### config.mk
export PLATFORM = sky130hd
export DESIGN_NAME = led_soft_fade_flat
export DESIGN_NICKNAME = d
export VERILOG_FILES = /design/src/rtl/led_soft_fade_if.sv /design/src/rtl/led_soft_fade.sv /design/src/flat_wrapper.sv
export SDC_FILE = /design/constraint.sdc
export NUM_CORES = 1
export LEC_CHECK = 0
export CAP_MARGIN = 10
export CORE_ASPECT_RATIO = 0.6
export CORE_UTILIZATION = 23
export CTS_CLUSTER_DIAMETER = 120
export DETAILED_ROUTE_END_ITERATION = 8
export GPL_TIMING_DRIVEN = 0
export PLACE_DENSITY = 0.41
export SETUP_SLACK_MARGIN = 0.1
export SLEW_MARGIN = 10
export SYNTH_ARGS = -nofsm -noshare
export SYNTH_HDL_FRONTEND = slang
export SYNTH_SLANG_ARGS = --single-unit
export TNS_END_PERCENT = 10
### constraint.sdc
create_clock -name clock -period 5.95 [get_ports clock]
set_input_delay 0.595 -clock clock [delete_from_list [all_inputs] [get_ports clock]]
set_output_delay 0.595 -clock clock [all_outputs]
set_load 0.005 [all_outputs]
### src/rtl/led_soft_fade_if.sv
// Bus between the blink generator side and the LED output stage.
// The master drives the blink request and target level; the slave returns LED drive and status.
interface led_soft_fade_if #(
   parameter int PWM_BITS = 8
);
   logic                led_in;
   logic [PWM_BITS-1:0] brightness;
   logic                led_out;
   logic [PWM_BITS-1:0] level;
   logic                busy;

   modport master (
      output led_in,
      output brightness,
      input  led_out,
      input  level,
      input  busy
   );

   modport slave (
      input  led_in,
      input  brightness,
      output led_out,
      output level,
      output busy
   );
endinterface

### src/rtl/led_soft_fade.sv
// LED soft-fade output stage: ramps a PWM level toward the blink target and
// drives the LED pin with a period-synchronous, glitch-free PWM waveform.
module led_soft_fade #(
   parameter int PWM_BITS = 8,
   parameter int RAMP_DIV = 23_438
) (
   input  logic          clock,
   input  logic          reset_n,
   led_soft_fade_if.slave bus
);

   localparam int RC_W = (RAMP_DIV > 1) ? $clog2(RAMP_DIV) : 1;
   localparam logic [RC_W-1:0] RAMP_LAST = RC_W'(RAMP_DIV - 1);

   typedef enum logic [1:0] {
      OFF     = 2'd0,
      RISING  = 2'd1,
      ON      = 2'd2,
      FALLING = 2'd3
   } state_t;

   state_t              state_q, state_d;
   logic                led_in_q, led_in_d;
   logic [PWM_BITS-1:0] level_q, level_d;
   logic [PWM_BITS-1:0] duty_q, duty_d;
   logic [PWM_BITS-1:0] pwm_cnt_q, pwm_cnt_d;
   logic [RC_W-1:0]     ramp_cnt_q, ramp_cnt_d;
   logic                busy_q, busy_d;
   logic                led_out_q, led_out_d;
   logic [PWM_BITS-1:0] target;
   logic                ramp_tick;

   always_ff @(posedge clock or negedge reset_n) begin
      if (!reset_n) begin
         state_q    <= OFF;
         led_in_q   <= 1'b0;
         level_q    <= '0;
         duty_q     <= '0;
         pwm_cnt_q  <= '0;
         ramp_cnt_q <= '0;
         busy_q     <= 1'b0;
         led_out_q  <= 1'b0;
      end else begin
         state_q    <= state_d;
         led_in_q   <= led_in_d;
         level_q    <= level_d;
         duty_q     <= duty_d;
         pwm_cnt_q  <= pwm_cnt_d;
         ramp_cnt_q <= ramp_cnt_d;
         busy_q     <= busy_d;
         led_out_q  <= led_out_d;
      end
   end

   always_comb begin
      led_in_d   = bus.led_in;
      target     = led_in_q ? bus.brightness : '0;
      ramp_tick  = (ramp_cnt_q == RAMP_LAST);
      ramp_cnt_d = ramp_tick ? '0 : ramp_cnt_q + 1'b1;

      if (target > level_q) begin
         state_d = RISING;
      end else if (target < level_q) begin
         state_d = FALLING;
      end else if (level_q != '0) begin
         state_d = ON;
      end else begin
         state_d = OFF;
      end

      // The target guard stops a stale direction from overshooting when the target moves mid-ramp.
      level_d = level_q;
      if (ramp_tick) begin
         if (state_q == RISING && level_q < target) begin
            level_d = level_q + 1'b1;
         end else if (state_q == FALLING && level_q > target) begin
            level_d = level_q - 1'b1;
         end
      end

      busy_d    = (state_d == RISING) || (state_d == FALLING);
      pwm_cnt_d = pwm_cnt_q + 1'b1;
      duty_d    = (pwm_cnt_q == '1) ? level_q : duty_q;
      led_out_d = (pwm_cnt_q < duty_q);
   end

   assign bus.led_out = led_out_q;
   assign bus.level   = level_q;
   assign bus.busy    = busy_q;

endmodule

### src/flat_wrapper.sv
// flat-port wrapper written by rule: the top's interface ports become plain ports
module led_soft_fade_flat 
#(
   parameter int PWM_BITS = 8,
   parameter int RAMP_DIV = 23_438
)
  (clock, reset_n, bus_led_in, bus_brightness, bus_led_out, bus_level, bus_busy);
  led_soft_fade_if #(.PWM_BITS(PWM_BITS)) bus_i ();
  input  logic clock;
  input  logic reset_n;
  input wire logic [$bits(bus_i.led_in)-1:0] bus_led_in;
  input wire logic [$bits(bus_i.brightness)-1:0] bus_brightness;
  output wire logic [$bits(bus_i.led_out)-1:0] bus_led_out;
  output wire logic [$bits(bus_i.level)-1:0] bus_level;
  output wire logic [$bits(bus_i.busy)-1:0] bus_busy;
  assign bus_i.led_in = bus_led_in;
  assign bus_i.brightness = bus_brightness;
  assign bus_led_out = bus_i.led_out;
  assign bus_level = bus_i.level;
  assign bus_busy = bus_i.busy;
  led_soft_fade #(.PWM_BITS(PWM_BITS), .RAMP_DIV(RAMP_DIV)) u_core (.clock(clock), .reset_n(reset_n), .bus(bus_i));
endmodule
Yosys cells after proc, flatten, opt, wreduce, memory -nomap -nowiden. Cells that the tools add are included.

Order comparisons: 5. Equality and inequality tests: 6. Multiplexer cells: 7. Reductions and logical operators: 6. Add/subtract/negate cells: 4.

Operator list (count): $lt 8x8->1 (3); $mux 8 (3); $add 8x1->8 const B (2); $gt 8x8->1 (2); $add 15x1->15 const B (1); $eq 15x15->1 const B (1); $mux 15 (1); $eq 8x8->1 const B (1); $reduce_bool 8->1 (1); $sub 8x1->8 const B (1); $mux 2 (3); $eq 2x1->1 const B (2); $eq 2x2->1 const B (2); $logic_and 1x1->1 (2); $reduce_and 2->1 (1); $reduce_bool 2->1 (1); $logic_or 1x1->1 (1).

Word-level logic and storage cells: 36. Bits in registers: 44. Output and inout bits: 10.

Longest topological paths before layout. Gate-level depths: netlist of run 1.

Depth after elaboration: 6. Gate-level depth with buffers: 14.

Least setup slack after synthesis of run 1. Ideal clock, no wire load.

Path kind: input to register. Start point: in bus_brightness[1]. End point: reg u_core.level_q[6] (netlist: u_core.bus.level[6]). Data required time: 5.824 ns. Slack: 2.518 ns. Path buffers: 0. Stages: 14. Arrival: 3.306 ns. Path through: and2_1 -> ha_1 -> nor2b_1 -> o211ai_1 -> a21o_1 -> a21oi_1 -> nand3_1 -> fa_1 -> a211oi_1 -> o21bai_1 -> a21oi_1 -> xor2_1 -> o41ai_1 -> a221o_1.

Word-level cells in the longest chain between the ends: 5. Elaborated cells between the ends (all ways): 8. Classes of those cells: order compare: 2; mux: 2; reduce/logical: 4.

Ends and longest elaborated chain: start, declared (line flat_wrapper.sv:12) `input wire logic [$bits(bus_i.brightness)-1:0] bus_brightness;`; $mux 8 (*) (line led_soft_fade.sv:57) `target = led_in_q ? bus.brightness : '0;`; $gt 8x8->1 / $lt 8x8->1 (equally long branches) (line led_soft_fade.sv:76, led_soft_fade.sv:74); $logic_and 1x1->1 (on tied branches) (line led_soft_fade.sv:76, led_soft_fade.sv:74); $reduce_bool 2->1 (no line); $reduce_and 2->1 (no line); end signal, assigned (line led_soft_fade.sv:46) `level_q <= level_d;`; end, declared (line led_soft_fade.sv:24) `logic [PWM_BITS-1:0] level_q, level_d;`.

Every way passes the cells marked *; elsewhere a longest branch is shown, timed or not. A chain may end at the register's enable or synchronous reset.

Worst setup path in the final report of run 1.
Start point: in bus_brightness[6]. End point: reg u_core.level_q[6] (netlist: u_core.bus.level[6]).

The elaborated chain is that of the path after synthesis.

==> run metrics, run 1 <==
outcome complete, no violations; crit path max fanout 7; Num CTS Buffers 5; Synth Warn # 0; clock sink total 43; post-DP HPWL around 4.0 mm; worst setup path start bus_brightness[6]; port bufs 20; Setup Buffers After CTS 0; initial core utilization 0.2438; Die X approximately 140 microns; nets ~310; FILL cells around 1100; Post-CTS Hold Buffers 0; ys flop type dfrtp_1; Area growth syn-to-layout 21.82%; Max-cap violations 0; row cnt 28; Rel. slew slack 0.6908; Worst-Skew Late Latency 290 ps; multi-input logic area 1323 sq um; initial antenna violation count 0; area of the mapped netlist approximately 2500 sq um; min cycle time layout 4126 ps; die height 82.39 microns; number of diodes 0; CTS Buffer Depth 2; FF+latch count, synth 43; Seq/Total Area, Yosys 0.4343; final setup TNS 0 ps; worst vdd ir approximately 110 uV; drt drc 0; H-tree depth 2; drt total wl around 5.5 mm; Synth Net Count roughly 280; number of synthesized flops with an enable pin 0; GRT Util Overall 0.1109; Register Area about 1100 sq um; Async SR Flop Fraction 1.000; Power per Cell Area ~210 nW/um^2; vias in the first global route 1744; # IOs 21; RePlAce Congestion 0.7273; RSZ-0062 raised after global routing no; clk slew on worst S/H paths about 60 ps; Req. time, crit path around 6100 ps; setup violators final 0; Slew Limit Fails 0; R2R Setup Slk roughly 2000 ps; Hold Slack ~190 ps; drt initial violations 94; Setup crit end kind flop; gate count after technology mapping 248; worst slew pin tran roughly 460 ps; syn_area_per_cell 9.989 sq um; pin count of the biggest net entering global routing 33; final hold viol count 0; launching point of the worst reg2reg path u_core.bus.level[6]; Tcrit/Tclk final 0.6935; WS Path Type in -> reg; layout cells sized above 1 0.05415; die area roughly 11000 sq um; core area around 10000 sq um; DR vias around 1800; CP Data Arrival Time 4300 ps; Congestion Overflow GR 0; first-pass GRT wire length between 9 and 10 mm; library cells used by synthesis 40; Routed Antenna Nets 0; CTS tree built; cts repair resizes 0; Hold Crit Class in -> async; vias per inst 4.269; Pleak ~1.3 nW; fmax around 240 MHz; DR pass1 iterations 4; Final Skew about 2.6 ps; Startpoint Class primary input; root buf cell clkbuf_16; wire per inst 13.23 microns
## synthesized netlist by cell type, drive strengths merged, types with 3 or more instances
library cell | n | share of area
nor4 | 3 | 0.014
a21oi | 8 | 0.021
clkbuf | 3 | 0.0045
and2 | 9 | 0.023
dfrtp | 43 | 0.43
o21bai | 4 | 0.012
xor2 | 17 | 0.060
o21ai | 11 | 0.022
nor3 | 3 | 0.0061
inv | 18 | 0.027
ha | 24 | 0.12
a21o | 6 | 0.018
nor2 | 24 | 0.036
nand4 | 5 | 0.013
and3 | 3 | 0.0076
nand3 | 13 | 0.026
xnor2 | 9 | 0.032
mux2i | 4 | 0.016
nand2 | 20 | 0.031
## final timing paths
check	to	depth (start not counted)
worst max register to register	u_core.bus.level[6]	14
min in group clock	u_core.ramp_cnt_q[10]	1
worst min-delay path	u_core.ramp_cnt_q[13]	1
worst max-delay path	u_core.bus.level[6]	15
worst min register to register	u_core.ramp_cnt_q[10]	1
max in group asynchronous	u_core.bus.level[0]	2
## state kept, by name, indices dropped and copies added (netlist names)
signal / cells
u_core.ramp_cnt_q: 15
u_core.bus.level: 8
u_core.duty_q: 8
u_core.pwm_cnt_q: 8
u_core.state_q: 2
u_core.bus.led_out: 1
u_core.led_in_q: 1
## per-stage QoR
step	setup slack, ps	area [sq um]	power (mW)	utilization	std cells
6_report	1824	3018	0.6433	0.2970	412
3_3_place_gp	1585	2846	0.3540	0.2802	403
3_5_place_dp	1558	2861	0.3556	0.2817	404
5_1_grt	1597	3018	0.6762	0.2970	412
4_1_cts	1844	3018	0.6549	0.2970	412
2_1_floorplan	2518	2477	0.3332	-	248
## final cells by class
cell class | instances | share of cell area
plain buffers | 3 | 0.003731
clock buffers | 8 | 0.05182
inverters | 18 | 0.02239
multi-input cells | 184 | 0.4382
flip-flops and latches | 43 | 0.3566
well taps | 135 | 0.05597
repair buffers | 21 | 0.07131
## cell families (layout without fill, tap and decap cells)
family / Yosys count / count (layout) / synth area share
AOI/OAI and AO/OA: 41 / 41 / 0.1126
xor gates and xnor gates: 26 / 26 / 0.09192
adders and majority gates: 25 / 25 / 0.1293
buffers and inverters: 21 / 50 / 0.03182
DFF: 43 / 43 / 0.4343
muxes: 6 / 6 / 0.02525
and+or+nand+nor: 86 / 86 / 0.1748
## critical path: stages
cell             delay (ps)
clkdlybuf4s50_1         390
and2_1                  160
ha_1                    310
a21oi_1                  70
a21boi_0                290
nor2_1                  120
a21oi_1                 280
nand3_1                 330
fa_1                    540
a211oi_1                280
o21bai_1                120
a21oi_1                 180
xor2_1                  240
o41ai_1                  90
a221o_1                 310
## power by group
part | internal (mW) | switching (mW) | total, mW
combinational | 0.0241 | 0.0305 | 0.0546
sequential | 0.293 | 0.00192 | 0.295
clock | 0.179 | 0.115 | 0.293
## metal layers
metal,global-route usage,vias up,routed length [microns],part of all wire
li1,-,913,-,-
met1,0.1662,809,3137,0.58
met2,0.1444,29,2024,0.37
met3,0.03968,8,226,0.041
met4,0.03000,0,61,0.011
met5,0,-,0,0
## cell usage in the layout, fill, tap and decap left out, drive strengths merged
cell type,instances
clkdlybuf4s50,19
nor3,3
a21o,6
mux2,2
xnor2,9
a211o,1
a32oi,1
clkbuf,11
o211ai,2
nor4,3
nand3,13
a211oi,2
buf,2
or2,2
a21boi,1
a221o,1
nand2,20
nand2b,1
and2,9
o21bai,4
o41ai,2
a21oi,8
inv,18
nor2,24
a31oi,1
fa,1
xor2,17
a221oi,1
nand4,5
nand4b,1
dfrtp,43
mux2i,4
nor2b,1
o21ai,11
ha,24
or4,1
and3,3
Power figures use the tool's default switching activity.
==> run 2, diff against run 1 <==
--- a/config.mk
+++ b/config.mk
@@ -11,7 +11,7 @@
 export CTS_CLUSTER_DIAMETER = 120
 export DETAILED_ROUTE_END_ITERATION = 8
 export GPL_TIMING_DRIVEN = 0
-export PLACE_DENSITY = 0.41
+export PLACE_DENSITY = 0.42
 export SETUP_SLACK_MARGIN = 0.1
 export SLEW_MARGIN = 10
 export SYNTH_ARGS = -nofsm -noshare
==> constraint.sdc (replaced) <==
create_clock -name clock -period 3.4 [get_ports clock]
set_input_delay 0.34 -clock clock [delete_from_list [all_inputs] [get_ports clock]]
set_output_delay 0.34 -clock clock [all_outputs]
set_load 0.005 [all_outputs]
==> run metrics, run 2 (synthesis gave the netlist of run 1 again) <==
DR pass1 iterations 4 (unchanged); vias per inst 4.274 (+0.10%); die height 82.39 microns (unchanged); CP Data Arrival Time 3520 ps (-780 ps); Internal 882.3 uW (+78%); FILL cells 1065 (-1.2%); vias in the first global route 1728 (-0.92%); # IOs 21 (unchanged); Final Skew 3.828 ps (+1.266 ps); fraction of power consumed by sequential logic 0.456 (-0.003); RSZ-0062 raised after global routing yes; Comb power frac 0.101 (+0.016); delay-heaviest family, CP compound AO/OA/AOI/OAI gates; clock sink total 43 (unchanged); row cnt 28 (unchanged); post-DP HPWL 3.974 mm (-0.67%); pin count of the biggest net entering global routing 33 (unchanged); final hold viol count 0 (unchanged); clock power share 0.443 (-0.013); GRT Util Overall 0.1061 (-0.004841); crit-path max cell delay 400 ps (-140 ps); Num CTS Buffers 5 (unchanged); port bufs 20 (unchanged); Most flops, register u_core.ramp_cnt_q; worst slew pin tran 485.6 ps (+21.81 ps); Area growth syn-to-layout 26.77%; drt drc 0 (unchanged); clk slew on worst S/H paths 60 ps (about the same); Rel. slew slack 0.6762 (-0.01454); DR vias 1795 (+2.0%); commonest non-fill, non-tap cells in the layout 40 x dfrtp_1, 24 x nor2_1, 22 x ha_1; drt initial violations 100 (+6.4%); Power per Cell Area 360.8 nW/um^2 (+69%); Die X 136.0 microns (unchanged); nets 320 (+2.6%); dpl ws -650.4 ps (-2208 ps); core area 10160 sq um (unchanged); max reg flops 15 (unchanged); crit path max fanout 6 (-1); Tcrit/Tclk final 0.9878; Slew Limit Fails 0 (unchanged); drt total wl 5.303 mm (-2.7%); Congestion Overflow GR 0 (unchanged); Routed Antenna Nets 0 (unchanged); WS Path Type in -> reg; CTS Buffer Depth 2 (unchanged); Power, Total 1.133 mW (+76%); CTS tree built; die area 11200 sq um (unchanged); sw power 250.7 uW (+71%); worst vdd ir 191.8 uV (+80%); Hold Crit Class in -> async; layout cells sized above 1 0.1158 (+0.06164); first-pass GRT wire length 8.976 mm (-3.1%); RePlAce Congestion 0.7604 (+4.6%); min cycle time layout 3358 ps; Startpoint Class primary input; setup slack after layout 41.50 ps (-1782 ps); Max-cap violations 0 (unchanged); fmax 297.8 MHz; Pleak 1.357 nW (+3.2%); Setup crit end kind flop; wire per inst 12.63 microns (-4.6%); CP bufs+invs 1 (unchanged); number of diodes 0 (unchanged); initial antenna violation count 0 (unchanged); outcome complete, no violations; H-tree depth 2 (unchanged); setup violators final 0 (unchanged); Sw Ratio 0.2213 (-0.007107); initial core utilization 0.2438 (unchanged); cell chain of the critical path clkdlybuf4s50_1 -> and2_1 -> ha_1 -> nor2b_2 -> o211ai_1 -> a21o_1 -> a21oi_4 -> nand3_4 -> fa_2 -> a211oi_2 -> o21bai_1 -> a21oi_1 -> xor2_1 -> o41ai_1 -> a221o_1; Worst path slowest cell clkdlybuf4s50_1; most common cell after layout, fill and taps aside dfrtp_1; root buf cell clkbuf_16; Worst-Skew Late Latency 280 ps (about the same); Req. time, crit path 3560 ps (-2560 ps)
run 2: cell types whose count changed in the layout (fill, tap and decap cells not counted), sizes merged:
cell	previous run	this run
dlygate4sd3	0	1
buf	2	9
run 2: final cells by class:
type                            instances  area, sq um  area share
Multi-Input combinational cell        184         1379      0.4390
Timing Repair Buffer                   29        277.8     0.08845
Inverter                               18        67.56     0.02151
Clock buffer                            8        156.4     0.04980
Buffer                                  3        11.26    0.003586
Tap cell                              135        168.9     0.05378
Sequential cell                        43         1080      0.3438
run 2: worst paths after layout:
check                                        to  slack (ps)                start  depth (start not counted)
min in group clock          u_core.pwm_cnt_q[0]         490  u_core.pwm_cnt_q[0]                          1
hold reg to reg             u_core.pwm_cnt_q[0]         490  u_core.pwm_cnt_q[0]                          1
hold / removal             u_core.ramp_cnt_q[4]         460              reset_n                          2
setup / recovery            u_core.bus.level[6]          40    bus_brightness[1]                         15
setup reg to reg            u_core.bus.level[6]          70      u_core.led_in_q                         14
max in group asynchronous   u_core.bus.level[1]        2450              reset_n                          3
run 2: what timing repair did:
action,4_1_cts,5_1_grt
setup buffers,4,3
gates resized for setup,10,4
hold endpoints to repair,11,0
pin swaps,7,7
endpoints found under the setup margin,3,3
hold buffers,1,0
run 2: power by group through the flow:
stage / combinational [mW] / sequential (mW) / clock, mW
after floorplan: 0.0579 / 0.525 / 0
after global placement: 0.0919 / 0.526 / 0
after detailed placement: 0.0936 / 0.526 / 0
after CTS: 0.108 / 0.517 / 0.525
after global routing: 0.129 / 0.517 / 0.540
final: 0.114 / 0.517 / 0.502
run 2: metrics by stage:
| stage | hold WS [ps] | std cells | utilization | area (sq um) | setup TNS, ps |
|---|---|---|---|---|---|
| after CTS | 477.8 | 417 | 0.3057 | 3105 | 0 |
| after floorplan | 44.41 | 248 | - | 2477 | 0 |
| final | 465.0 | 420 | 0.3091 | 3141 | 0 |
| after detailed placement | 241.3 | 404 | 0.2817 | 2861 | -1509 |
| after global placement | 486.9 | 403 | 0.2802 | 2846 | -1641 |
| after global routing | 504.7 | 420 | 0.3091 | 3141 | -361.1 |
run 2: metal layers:
layer / part of all wire / routed length (microns) / track usage / vias up
met5: 0 / 0 / 0 / -
met4: 0.0089 / 47 / 0.02333 / 0
met3: 0.042 / 223 / 0.03175 / 7
met2: 0.35 / 1881 / 0.1332 / 29
met1: 0.59 / 3151 / 0.1682 / 829
li1: - / - / - / 930
==> run 3, diff against run 2 <==
--- a/config.mk
+++ b/config.mk
@@ -12,7 +12,6 @@
 export DETAILED_ROUTE_END_ITERATION = 8
 export GPL_TIMING_DRIVEN = 0
 export PLACE_DENSITY = 0.42
-export SETUP_SLACK_MARGIN = 0.1
 export SLEW_MARGIN = 10
 export SYNTH_ARGS = -nofsm -noshare
 export SYNTH_HDL_FRONTEND = slang
==> run metrics, run 3 (synthesis gave the netlist of run 1 again) <==
outcome complete, no violations; RePlAce Congestion 0.7604 (unchanged); Post-Place Cell Area 2861 sq um (unchanged); initial antenna violation count 0 (unchanged); most common cell after layout, fill and taps aside dfrtp_1; Sw Ratio 0.2214 (about the same); Power per Cell Area 355.6 nW/um^2 (-1.4%); sw power 253.0 uW (+0.93%); # IOs 21 (unchanged); fmax 295.5 MHz (-0.77%); vias in the first global route 1728 (unchanged); fraction of power consumed by sequential logic 0.452 (-0.004); Die X 136.0 microns (unchanged); Num CTS Buffers 5 (unchanged); port bufs 20 (unchanged); Internal 889.7 uW (+0.84%); CTS tree built; layout cells sized above 1 0.1448 (+0.02904); met1 usage 0.1678 (-0.0003737); min cycle time layout 3384 ps (+25.92 ps); DR vias 1828 (+1.8%); worst vdd ir 190.2 uV (-0.84%); met2 usage 0.1332 (unchanged); Pleak 1.397 nW (+3.0%); wire per inst 12.66 microns (+0.30%); H-tree depth 2 (unchanged); Routed Antenna Nets 0 (unchanged); crit-path max cell delay 440 ps (+40 ps); RSZ-0062 raised after global routing yes; die height 82.39 microns (unchanged); drt initial violations 98 (-2.0%); pin count of the biggest net entering global routing 33 (unchanged); clk slew on worst S/H paths 60 ps (about the same); Final Skew 3.639 ps (-0.1895 ps); Setup crit end kind flop; most used routing layer met1; Worst path slowest cell dfrtp_2; final hold viol count 0 (unchanged); Hold Crit Class in -> async; core area 10160 sq um (unchanged); commonest non-fill, non-tap cells in the layout 40 x dfrtp_1, 24 x nor2_1, 22 x ha_1; drt total wl 5.382 mm (+1.5%); worst slew pin tran 484.0 ps (-1.622 ps); Max-cap violations 0 (unchanged); first-pass GRT wire length 8.963 mm (-0.14%); Req. time, crit path 3560 ps (about the same); Worst-Skew Late Latency 280 ps (about the same); Startpoint Class flop; clock sink total 43 (unchanged); DR pass1 iterations 4 (unchanged); max reg flops 15 (unchanged); row cnt 28 (unchanged); die area 11200 sq um (unchanged); vias per inst 4.301 (+0.64%); met3 Usage GRT 0.03175 (unchanged); nets 325 (+1.6%); post-DP HPWL 3.974 mm (unchanged); GRT Util Overall 0.1060 (-0.0001353); post-route cell area 3213 sq um (+2.3%); Comb power frac 0.109 (+0.008); Register Area 1080 sq um (unchanged); clock power share 0.439 (-0.004); Rel. slew slack 0.6773 (+0.001081); Congestion Overflow GR 0 (unchanged); FILL cells 1062 (-0.28%); root buf cell clkbuf_16; setup violators final 0 (unchanged); initial core utilization 0.2438 (unchanged); Tcrit/Tclk final 0.9954 (+0.007624); multi-input logic area 1411 sq um (+2.4%); CTS Buffer Depth 2 (unchanged); number of diodes 0 (unchanged); Most flops, register u_core.ramp_cnt_q; cell chain of the critical path and2_4 -> ha_4 -> nor2b_4 -> o211ai_1 -> a21o_1 -> a21oi_4 -> nand3_4 -> fa_2 -> a211oi_2 -> o21bai_1 -> a21oi_1 -> xor2_1 -> o41ai_2 -> a221o_1; CP Data Arrival Time 3540 ps (+20 ps); WS Path Type reg -> reg; Area growth syn-to-layout 29.70%; crit path max fanout 8 (+2); drt drc 0 (unchanged); Slew Limit Fails 0 (unchanged); Layout Utilization 0.3163 (+0.007143)
run 3: stage by stage:
step                setup TNS [ps]  hold WS [ps]  std cells  setup slack [ps]  total power [mW]
global route                -297.1         504.7        425            -188.2             1.197
global placement             -1641         486.9        403            -684.5            0.6182
floorplan                        0         44.41        248             161.9            0.5831
finish                           0         466.9        425             15.58             1.143
CTS                              0         477.8        417             34.04             1.150
detailed placement           -1509         241.3        404            -650.4            0.6198
run 3: area by class of cell:
class	count	area share
Multi-Input combinational cell	184	0.4393
Buffer	3	0.003505
Clock buffer	8	0.04868
Sequential cell	43	0.3361
Timing Repair Buffer	34	0.09891
Tap cell	135	0.05257
Inverter	18	0.02103
run 3: power groups by stage:
stage | combinational (mW) | clock, mW | sequential (mW)
after floorplan | 0.0579 | 0 | 0.525
after global placement | 0.0919 | 0 | 0.526
after detailed placement | 0.0936 | 0 | 0.526
after CTS | 0.108 | 0.525 | 0.517
after global routing | 0.139 | 0.540 | 0.517
final | 0.125 | 0.501 | 0.517
run 3: final timing paths:
| check | startpoint | endpoint | slack [ps] | depth (start not counted) |
|---|---|---|---|---|
| worst min-delay path | reset_n | u_core.ramp_cnt_q[4] | 470 | 2 |
| worst max register to register | u_core.led_in_q | u_core.bus.level[6] | 20 | 14 |
| worst max-delay path | u_core.led_in_q | u_core.bus.level[6] | 20 | 14 |
| worst min register to register | u_core.pwm_cnt_q[0] | u_core.pwm_cnt_q[0] | 490 | 1 |
| max in group asynchronous | reset_n | u_core.bus.level[1] | 2450 | 3 |
| min in group clock | u_core.pwm_cnt_q[0] | u_core.pwm_cnt_q[0] | 490 | 1 |
run 3: worst max-delay path: cells and delay by family (launching register included):
kind                       cells  cell delay (ps)
AOI/OAI and AO/OA              8             1510
xor gates and xnor gates       1              240
and+or+nand+nor                3              420
adders and majority gates      2              650
DFF                            1              440
run 3: per-layer routing:
layer	vias to the layer above	wire (microns)
met5	-	0
met4	0	37
met3	5	250
met2	33	1961
met1	846	3132
li1	944	-
run 3: repair_timing:
action                                  CTS  global route
pin swaps                                 6            17
gates resized for setup                  10            10
endpoints found under the setup margin    3             3
hold buffers                              1             0
buffers inserted                          4             8
hold endpoints to repair                 11             0
